**src/rtl/alu_share_arbiter_pkg.sv**
```systemverilog
// Shared encodings and helpers for the shared-ALU arbiter: MIPS ALU op codes,
// FSM states and the carry/overflow ownership sets.
package alu_share_arbiter_pkg;

   localparam logic [3:0] AlucAddu = 4'd0;
   localparam logic [3:0] AlucSubu = 4'd1;
   localparam logic [3:0] AlucAdd  = 4'd2;
   localparam logic [3:0] AlucSub  = 4'd3;
   localparam logic [3:0] AlucAnd  = 4'd4;
   localparam logic [3:0] AlucOr   = 4'd5;
   localparam logic [3:0] AlucXor  = 4'd6;
   localparam logic [3:0] AlucNor  = 4'd7;
   localparam logic [3:0] AlucLui  = 4'd8;
   localparam logic [3:0] AlucSltu = 4'd10;
   localparam logic [3:0] AlucSlt  = 4'd11;
   localparam logic [3:0] AlucSra  = 4'd12;
   localparam logic [3:0] AlucSrl  = 4'd13;
   localparam logic [3:0] AlucSll  = 4'd14;

   typedef enum logic [1:0] {
      StIdle = 2'd0,
      StExec = 2'd1,
      StResp = 2'd2
   } state_e;

   // The ALU decodes 100x as LUI and 111x as SLL; fold aliases before set lookup.
   function automatic logic [3:0] polish_aluc(input logic [3:0] aluc);
      if (aluc[3:1] == 3'b100) begin
         return AlucLui;
      end else if (aluc[3:1] == 3'b111) begin
         return AlucSll;
      end
      return aluc;
   endfunction

   function automatic logic in_carry_set(input logic [3:0] aluc);
      return aluc inside {AlucAddu, AlucSubu, AlucSltu, AlucSra, AlucSrl, AlucSll};
   endfunction

   function automatic logic in_ovf_set(input logic [3:0] aluc);
      return aluc inside {AlucAdd, AlucSub};
   endfunction

endpackage

```
**src/rtl/alu_share_arbiter_rr_arbiter.sv**
```systemverilog
// Combinational round-robin arbiter: one-hot grant to the first request found
// at or above the pointer, wrapping to index 0.
module alu_share_arbiter_rr_arbiter #(
   parameter int unsigned N    = 2,
   parameter int unsigned IdxW = 1
) (
   input  logic [N-1:0]    req_i,
   input  logic [IdxW-1:0] ptr_i,
   output logic [N-1:0]    gnt_o,
   output logic [IdxW-1:0] idx_o
);

   always_comb begin
      logic [IdxW-1:0] j;
      logic            found;
      gnt_o = '0;
      idx_o = '0;
      found = 1'b0;
      j     = '0;
      for (int unsigned i = 0; i < N; i++) begin
         j = IdxW'((32'(ptr_i) + i) % N);
         if (!found && req_i[j]) begin
            found    = 1'b1;
            gnt_o[j] = 1'b1;
            idx_o    = j;
         end
      end
   end

endmodule

```
**src/rtl/alu_share_arbiter.sv**
```systemverilog
// Time-shares one external combinational MIPS ALU between NREQ requesters, keeping
// a private copy of the sticky carry/overflow flags for each requester.
module alu_share_arbiter
   import alu_share_arbiter_pkg::*;
#(
   parameter int unsigned NREQ = 2,
   parameter int unsigned W    = 32
) (
   input  logic              clk,
   input  logic              rst_n,
   input  logic [NREQ-1:0]   req_valid,
   output logic [NREQ-1:0]   req_ready,
   input  logic [NREQ*W-1:0] req_a,
   input  logic [NREQ*W-1:0] req_b,
   input  logic [NREQ*4-1:0] req_aluc,
   output logic [NREQ-1:0]   resp_valid,
   input  logic [NREQ-1:0]   resp_ready,
   output logic [W-1:0]      resp_r,
   output logic              resp_zero,
   output logic              resp_carry,
   output logic              resp_negative,
   output logic              resp_overflow,
   output logic [W-1:0]      alu_a,
   output logic [W-1:0]      alu_b,
   output logic [3:0]        alu_aluc,
   input  logic [W-1:0]      alu_r,
   input  logic              alu_zero,
   input  logic              alu_carry,
   input  logic              alu_negative,
   input  logic              alu_overflow,
   output logic              busy
);

   localparam int unsigned IdxW = (NREQ > 1) ? $clog2(NREQ) : 1;

   state_e          state_q, state_d;
   logic [IdxW-1:0] rr_q, rr_d;
   logic [IdxW-1:0] g_q, g_d;
   logic [W-1:0]    op_a_q, op_a_d;
   logic [W-1:0]    op_b_q, op_b_d;
   logic [3:0]      op_aluc_q, op_aluc_d;
   logic [W-1:0]    resp_r_q, resp_r_d;
   logic            zero_q, zero_d;
   logic            neg_q, neg_d;
   logic            carry_q, carry_d;
   logic            ovf_q, ovf_d;
   logic [NREQ-1:0] shadow_c_q, shadow_c_d;
   logic [NREQ-1:0] shadow_v_q, shadow_v_d;

   logic [NREQ-1:0] gnt;
   logic [IdxW-1:0] gnt_idx;
   logic [3:0]      aluc_pol;
   logic            carry_sel;
   logic            ovf_sel;

   alu_share_arbiter_rr_arbiter #(
      .N    (NREQ),
      .IdxW (IdxW)
   ) u_rr_arbiter (
      .req_i (req_valid),
      .ptr_i (rr_q),
      .gnt_o (gnt),
      .idx_o (gnt_idx)
   );

   // Flags the op leaves undefined fall back to the owning requester's shadow.
   assign aluc_pol  = polish_aluc(op_aluc_q);
   assign carry_sel = in_carry_set(aluc_pol) ? alu_carry : shadow_c_q[g_q];
   assign ovf_sel   = in_ovf_set(aluc_pol) ? alu_overflow : shadow_v_q[g_q];

   always_comb begin
      state_d    = state_q;
      rr_d       = rr_q;
      g_d        = g_q;
      op_a_d     = op_a_q;
      op_b_d     = op_b_q;
      op_aluc_d  = op_aluc_q;
      resp_r_d   = resp_r_q;
      zero_d     = zero_q;
      neg_d      = neg_q;
      carry_d    = carry_q;
      ovf_d      = ovf_q;
      shadow_c_d = shadow_c_q;
      shadow_v_d = shadow_v_q;
      case (state_q)
         StIdle: begin
            if (|req_valid) begin
               op_a_d    = req_a[32'(gnt_idx) * W +: W];
               op_b_d    = req_b[32'(gnt_idx) * W +: W];
               op_aluc_d = req_aluc[32'(gnt_idx) * 4 +: 4];
               g_d       = gnt_idx;
               rr_d      = (gnt_idx == IdxW'(NREQ - 1)) ? '0 : gnt_idx + 1'b1;
               state_d   = StExec;
            end
         end
         StExec: begin
            resp_r_d        = alu_r;
            zero_d          = alu_zero;
            neg_d           = alu_negative;
            carry_d         = carry_sel;
            ovf_d           = ovf_sel;
            shadow_c_d[g_q] = carry_sel;
            shadow_v_d[g_q] = ovf_sel;
            state_d         = StResp;
         end
         StResp: begin
            if (resp_ready[g_q]) begin
               state_d = StIdle;
            end
         end
         default: state_d = StIdle;
      endcase
   end

   always_ff @(posedge clk or negedge rst_n) begin
      if (!rst_n) begin
         state_q    <= StIdle;
         rr_q       <= '0;
         g_q        <= '0;
         op_a_q     <= '0;
         op_b_q     <= '0;
         op_aluc_q  <= '0;
         resp_r_q   <= '0;
         zero_q     <= 1'b0;
         neg_q      <= 1'b0;
         carry_q    <= 1'b0;
         ovf_q      <= 1'b0;
         shadow_c_q <= '0;
         shadow_v_q <= '0;
      end else begin
         state_q    <= state_d;
         rr_q       <= rr_d;
         g_q        <= g_d;
         op_a_q     <= op_a_d;
         op_b_q     <= op_b_d;
         op_aluc_q  <= op_aluc_d;
         resp_r_q   <= resp_r_d;
         zero_q     <= zero_d;
         neg_q      <= neg_d;
         carry_q    <= carry_d;
         ovf_q      <= ovf_d;
         shadow_c_q <= shadow_c_d;
         shadow_v_q <= shadow_v_d;
      end
   end

   assign req_ready     = (state_q == StIdle) ? gnt : '0;
   assign resp_valid    = (state_q == StResp) ? (NREQ'(1) << g_q) : '0;
   assign resp_r        = resp_r_q;
   assign resp_zero     = zero_q;
   assign resp_carry    = carry_q;
   assign resp_negative = neg_q;
   assign resp_overflow = ovf_q;
   assign alu_a         = op_a_q;
   assign alu_b         = op_b_q;
   assign alu_aluc      = op_aluc_q;
   assign busy          = (state_q != StIdle);

endmodule
```
**config.mk**
```make
export PLATFORM = sky130hd
export DESIGN_NAME = alu_share_arbiter
export DESIGN_NICKNAME = d
export VERILOG_FILES = /design/src/rtl/alu_share_arbiter_pkg.sv /design/src/rtl/alu_share_arbiter_rr_arbiter.sv /design/src/rtl/alu_share_arbiter.sv
export SDC_FILE = /design/constraint.sdc
export NUM_CORES = 1
export LEC_CHECK = 0
export ABC_AREA = 1
export BUFFER_PORTS_ARGS = -buffer_cell sky130_fd_sc_hd__buf_2
export CAP_MARGIN = 20
export CORE_MARGIN = 1
export CORE_UTILIZATION = 40
export CTS_CLUSTER_SIZE = 14
export DETAILED_ROUTE_END_ITERATION = 10
export HOLD_SLACK_MARGIN = 0.12
export PLACE_DENSITY_LB_ADDON = 0.05
export SETUP_SLACK_MARGIN = 0.3
export SYNTH_ARGS = -nofsm -noshare
export SYNTH_HDL_FRONTEND = slang
export SYNTH_SLANG_ARGS = --single-unit
export TNS_END_PERCENT = 20
```
**constraint.sdc**
```tcl
create_clock -name clk -period 4.49 [get_ports clk]
set_clock_uncertainty 0.2 [all_clocks]
set_input_delay 0.898 -clock clk [delete_from_list [all_inputs] [get_ports clk]]
set_output_delay 0.898 -clock clk [all_outputs]
set_load 0.02 [all_outputs]
```
==> impl_metrics.env, run 1 <==
export IMPL_clock_fmax_mhz=392
export IMPL_layout_commonest_cell="nand2_1"
export IMPL_vias=4679
export IMPL_clkTransAtPathRegs_ns=0.07
export IMPL_required_ns=3.39
export IMPL_drv_cap=0
export IMPL_viasPerCell=4.66
export IMPL_synth_seq_area_share=0.585
export IMPL_fin_ws_ns=1.94
export IMPL_rows=39
export IMPL_relSlewSlack=0.342
export IMPL_clock_latency_ns=0.34
export IMPL_cts_root_buf="clkbuf_16"
export IMPL_track_usage=0.221
export IMPL_cts_buffer_depth=2
export IMPL_yosysWarnings=0
export IMPL_critPathKind="in -> out"
export IMPL_initial_core_util=0.414
export IMPL_final_antenna_net_count=0
export IMPL_grt_pass1_vias=4490
export IMPL_crit_path_end_kind="output pin"
export IMPL_yosys_area_top_type="dfrtp_1"
export IMPL_period_share=0.569
export IMPL_fin_crit_ns=2.55
export IMPL_crit_path_start_kind="input pin"
export IMPL_setup_viol=0
export IMPL_fin_util=0.569
export IMPL_power_internal_mw=2.75
export IMPL_postCtsSetupBuffers=0
export IMPL_port_buffers=286
export IMPL_violations="DRC"
export IMPL_pwr_share_seq=0.359
export IMPL_wirelength_um=13500
export IMPL_slew_violations=0
export IMPL_arrival_ns=1.45
export IMPL_leakage_nw=3.77
export IMPL_dieWidth_um=111
export IMPL_final_cell_mix="nand2_1, buf_2, dfrtp_1, nand3_1, inv_1"
export IMPL_vdd_drop_max_uv=315
export IMPL_core_um2=11600
export IMPL_path_max_fanout=3
export IMPL_area_delta_synth_final_pct=37.3
export IMPL_post_cts_resized=0
export IMPL_boundaryPins=287
export IMPL_nFillCells=1095
export IMPL_p_sw_mw=2.25
export IMPL_cp_slowest_stage_delay_ns=0.16
export IMPL_reg2reg_slack_ns=2.45
export IMPL_die_area_um2=12400
export IMPL_antenna_found_initial=2
export IMPL_fin_setup_tns_ns=0
export IMPL_synth_top_cell_area_share=0.585
export IMPL_drc=14
export IMPL_ys_ff_latch=112
export IMPL_hold_path_class="reg -> reg"
export IMPL_drtIter0Drc=304
export IMPL_final_instance_count_excl_fill=1005
export IMPL_power_frac_comb=0.482
export IMPL_syn_area_um2=4790
export IMPL_synth_area_leaders="dfrtp_1, nand2_1, nand3_1"
export IMPL_gp_congestion=0.806
export IMPL_p_total_mw=5.00
export IMPL_wl_per_cell_um=13.5
export IMPL_h_tree_depth=3
export IMPL_grt_max_degree=89
export IMPL_crit_top_cell="buf_2"
export IMPL_crit_slowest_cell="buf_2"
export IMPL_place_inst=987
export IMPL_fin_nets=1034
export IMPL_firstDrtPassIters=7
export IMPL_drive_gt1_frac=0.362
export IMPL_numCtsBuffers=9
export IMPL_hold_viol=0
export IMPL_p_clk_frac=0.159
export IMPL_synth_fp_nets=759
export IMPL_cts_sinks=112
export IMPL_tritoncts="built"
export IMPL_status="finished with violations"
export IMPL_swShare=0.450
export IMPL_synth_cell_types=18
export IMPL_worstMarginPinSlew_ns=0.981
export IMPL_postCtsHoldBufs=0
export IMPL_grt_first_pass_wirelength_um=21700
export IMPL_die_y_um=111
export IMPL_place_ws_ns=1.93
export IMPL_syn_inst=581
export IMPL_syn_area_per_cell_um2=8.25
export IMPL_grt_ovfl_total=0
export IMPL_cp_cell_sequence="buf_2 > inv_1 > a21oi_2 > nor2_4 > buf_2"
export IMPL_rsz0062_at_grt="false"
export IMPL_powerDensity_nw_per_um2=760
export IMPL_post_dp_hpwl_um=9620
==> worst paths after layout <==
kind                                   start            to  cells after the start
worst min-delay path              resp_r[12]    resp_r[12]                      2
min in group asynchronous              rst_n     resp_r[2]                      1
worst min register to register    resp_r[12]    resp_r[12]                      2
worst max register to register    state_q[1]    resp_carry                      5
max in group asynchronous              rst_n      alu_a[7]                      3
worst max-delay path            req_valid[1]  req_ready[0]                      5
==> layout make-up <==
| class | count | area, um^2 | area share |
|---|---|---|---|
| flip-flops and latches | 112 | 2800 | 0.426 |
| well taps | 143 | 179 | 0.0272 |
| diodes | 2 | 5.00 | 0.000760 |
| clock inverters | 3 | 42.5 | 0.00646 |
| multi-input cells | 426 | 1750 | 0.266 |
| repair buffers | 292 | 1500 | 0.228 |
| inverters | 15 | 56.3 | 0.00855 |
| clock buffers | 12 | 246 | 0.0374 |
==> cell families (layout without fill, tap and decap cells) <==
group,count (synthesis),count (layout),share of synthesized area
compound gates,8,8,0.0149
buf+inv,43,322,0.0499
flops,112,112,0.585
other cells,0,2,0
simple gates,418,418,0.351
==> stage by stage <==
step	area [um^2]	hold WS, ns
2_1_floorplan	4790	0.249
3_3_place_gp	6260	0.256
3_5_place_dp	6260	0.260
4_1_cts	6550	0.279
5_1_grt	6580	0.292
6_report	6580	0.272
==> flip-flops by register name (all words and copies together), names as in the netlist <==
name	flops
alu_b	32
alu_aluc	4
g_q	1
resp_carry	1
resp_negative	1
resp_zero	1
alu_a	32
rr_q	1
resp_r	32
state_q	2
shadow_v_q	2
resp_overflow	1
shadow_c_q	2
==> worst max-delay path, delay by kind of cell <==
family          cells  cell delay (ns)
compound gates      1             0.15
simple gates        1             0.05
buf+inv             3             0.35
==> synthesized netlist by cell type (all sizes together) <==
cell and n:
clkinv 1, nand2 337, o21ai 4, clkbuf 5, o21bai 2, nand3 73
inv 14, nor2 7, dfrtp 112, buf 23, and2 1, a21oi 2
==> layer usage <==
metal,part of all wire,track usage
met1,0.42,0.271
met2,0.49,0.370
met3,0.064,0.0495
met4,0.030,0.107
met5,0,0
==> power groups by stage <==
stage | Combinational (mW) | Clock, mW | Sequential, mW
global placement | 2.41 | 0 | 1.79
global route | 2.66 | 0.857 | 1.86
finish | 2.41 | 0.794 | 1.80
floorplan | 1.05 | 0 | 2.36
detailed placement | 2.45 | 0 | 1.80
CTS | 2.45 | 0.815 | 1.80
Note: power is estimated with default switching activity, not from simulation.
==> run 2, diff against run 1 <==
==> constraint.sdc (replaced) <==
create_clock -name clk -period 2.6 [get_ports clk]
set_clock_uncertainty 0.2 [all_clocks]
set_input_delay 0.52 -clock clk [delete_from_list [all_inputs] [get_ports clk]]
set_output_delay 0.52 -clock clk [all_outputs]
set_load 0.02 [all_outputs]
==> run 2 against run 1 <==
Compared with the run above: the flow still finishes with violations (DRC); clock-buffer cell count stayed put; critical path depth is 1 lower; via count is 1.2% higher; critical endpoint is now req_ready[1].
==> impl_metrics.env, run 2 (synthesis results as in run 1) <==
export IMPL_status="finished with violations"
export IMPL_violations="DRC"
export IMPL_rsz0062_at_grt="false"
export IMPL_hold_path_class="in -> reg"
export IMPL_path_max_fanout=3
export IMPL_antenna_found_initial=0
export IMPL_rr_endpoint="resp_carry"
export IMPL_initial_core_util=0.414
export IMPL_rr_worst_depth=5
export IMPL_crit_path_start_kind="flip-flop"
export IMPL_worstHoldStart="alu_r[21]"
export IMPL_powerDensity_nw_per_um2=1310
export IMPL_area_delta_synth_final_pct=38.6
export IMPL_fin_setup_tns_ns=0
export IMPL_relSlewSlack=0.371
export IMPL_drc=14
export IMPL_crit_path_end_kind="output pin"
export IMPL_grt_max_degree=70
export IMPL_leakage_nw=3.80
export IMPL_period_share=0.838
export IMPL_boundaryPins=287
export IMPL_worstHoldEndpoint="resp_r[21]"
export IMPL_fin_area_um2=6640
export IMPL_tritoncts="built"
export IMPL_cts_sinks=112
export IMPL_track_usage=0.226
export IMPL_core_um2=11600
export IMPL_critPathKind="reg -> out"
export IMPL_reg2reg_slack_ns=0.58
export IMPL_port_buffers=286
export IMPL_slew_violations=0
export IMPL_cts_buffer_depth=2
export IMPL_rows=39
export IMPL_die_area_um2=12400
export IMPL_gp_congestion=0.767
export IMPL_wirelength_um=13600
export IMPL_post_cts_resized=0
export IMPL_cts_root_buf="clkbuf_16"
export IMPL_place_area_um2=6310
export IMPL_cp_cell_sequence="nor2_4 > nand2_2 > a21oi_4 > buf_2"
export IMPL_cp_slowest_stage_delay_ns=0.42
export IMPL_wl_per_cell_um=13.5
export IMPL_final_cell_mix="nand2_1, buf_2, dfrtp_1, nand3_1, inv_1"
export IMPL_rr_startpoint="state_q[1]"
export IMPL_postCtsHoldBufs=1
export IMPL_arrival_ns=1.46
export IMPL_firstDrtPassIters=8
export IMPL_worstMarginPinSlew_ns=0.938
export IMPL_grt_first_pass_wirelength_um=22100
export IMPL_drtIter0Drc=301
export IMPL_postCtsSetupBuffers=0
export IMPL_layout_commonest_cell="nand2_1"
export IMPL_setup_viol=0
export IMPL_viasPerCell=4.70
export IMPL_drv_cap=0
export IMPL_fin_nets=1036
export IMPL_required_ns=1.88
export IMPL_vdd_drop_max_uv=529
export IMPL_post_dp_hpwl_um=9850
export IMPL_clock_latency_ns=0.34
export IMPL_numCtsBuffers=9
export IMPL_vias=4733
export IMPL_clkTransAtPathRegs_ns=0.07
export IMPL_drive_gt1_frac=0.365
export IMPL_hold_depth=3
export IMPL_antenna_cells=0
export IMPL_grt_pass1_vias=4714
export IMPL_fin_crit_ns=2.18
export IMPL_die_y_um=111
export IMPL_dieWidth_um=111
export IMPL_hold_viol=0
export IMPL_clock_fmax_mhz=459
export IMPL_grt_ovfl_total=0
export IMPL_h_tree_depth=3
export IMPL_crit_slowest_cell="dfrtp_1"
export IMPL_final_antenna_net_count=0
-- run 2: cell count changes in the layout (fill, tap and decap cells not counted) --
cell | before | now
clkinv_4 | 0 | 1
buf_4 | 6 | 5
clkbuf_8 | 1 | 3
buf_12 | 0 | 3
clkbuf_1 | 2 | 0
diode_2 | 2 | 0
buf_16 | 1 | 0
dlygate4sd3_1 | 0 | 1
-- run 2: routing by layer --
layer | vias to the layer above | track usage | wire [um]
met5 | - | 0 | 0
met4 | 0 | 0.143 | 631
met3 | 46 | 0.0397 | 864
met2 | 219 | 0.371 | 6580
met1 | 2123 | 0.277 | 5530
li1 | 2345 | - | -
-- run 2: final cells by class --
type	count	area, um^2
timing repair buffer	294	1530
multi-input combinational	426	1750
clock buffer	12	267
sequential	112	2800
clock inverter	4	51.3
inverter	15	56.3
tap	143	179
fill	1089	4920
-- run 2: metrics by stage --
stage	util	setup slack (ns)	std cells	hold slack (ns)	power [mW]
floorplan	-	0.822	581	0.0244	5.89
global placement	0.546	0.574	989	0.257	7.29
detailed placement	0.546	0.526	989	0.259	7.37
CTS	0.574	0.386	1006	0.151	8.84
global route	0.574	0.338	1006	0.166	9.40
finish	0.574	0.422	1006	0.167	8.73
-- run 2: power breakdown --
group | internal [mW] | switching [mW] | total, mW
Clock | 0.826 | 0.607 | 1.43
Combinational | 1.39 | 2.81 | 4.20
Sequential | 2.62 | 0.484 | 3.10
Total | 4.83 | 3.90 | 8.73
-- run 2: worst max-delay path by stage --
stage,start,to
after floorplan,state_q[1],req_ready[1]
after global placement,req_valid[1],rr_q
after detailed placement,req_valid[1],rr_q
after CTS,state_q[1],req_ready[1]
after global routing,state_q[1],resp_carry
final,state_q[1],req_ready[1]
-- run 2: worst max-delay path: cells and delay by family (launching register included) --
kind,cells,cell delay [ns]
AO/OA/AOI/OAI,1,0.19
buffers and inverters,1,0.20
AND/OR/NAND/NOR,2,0.30
flip-flops,1,0.42
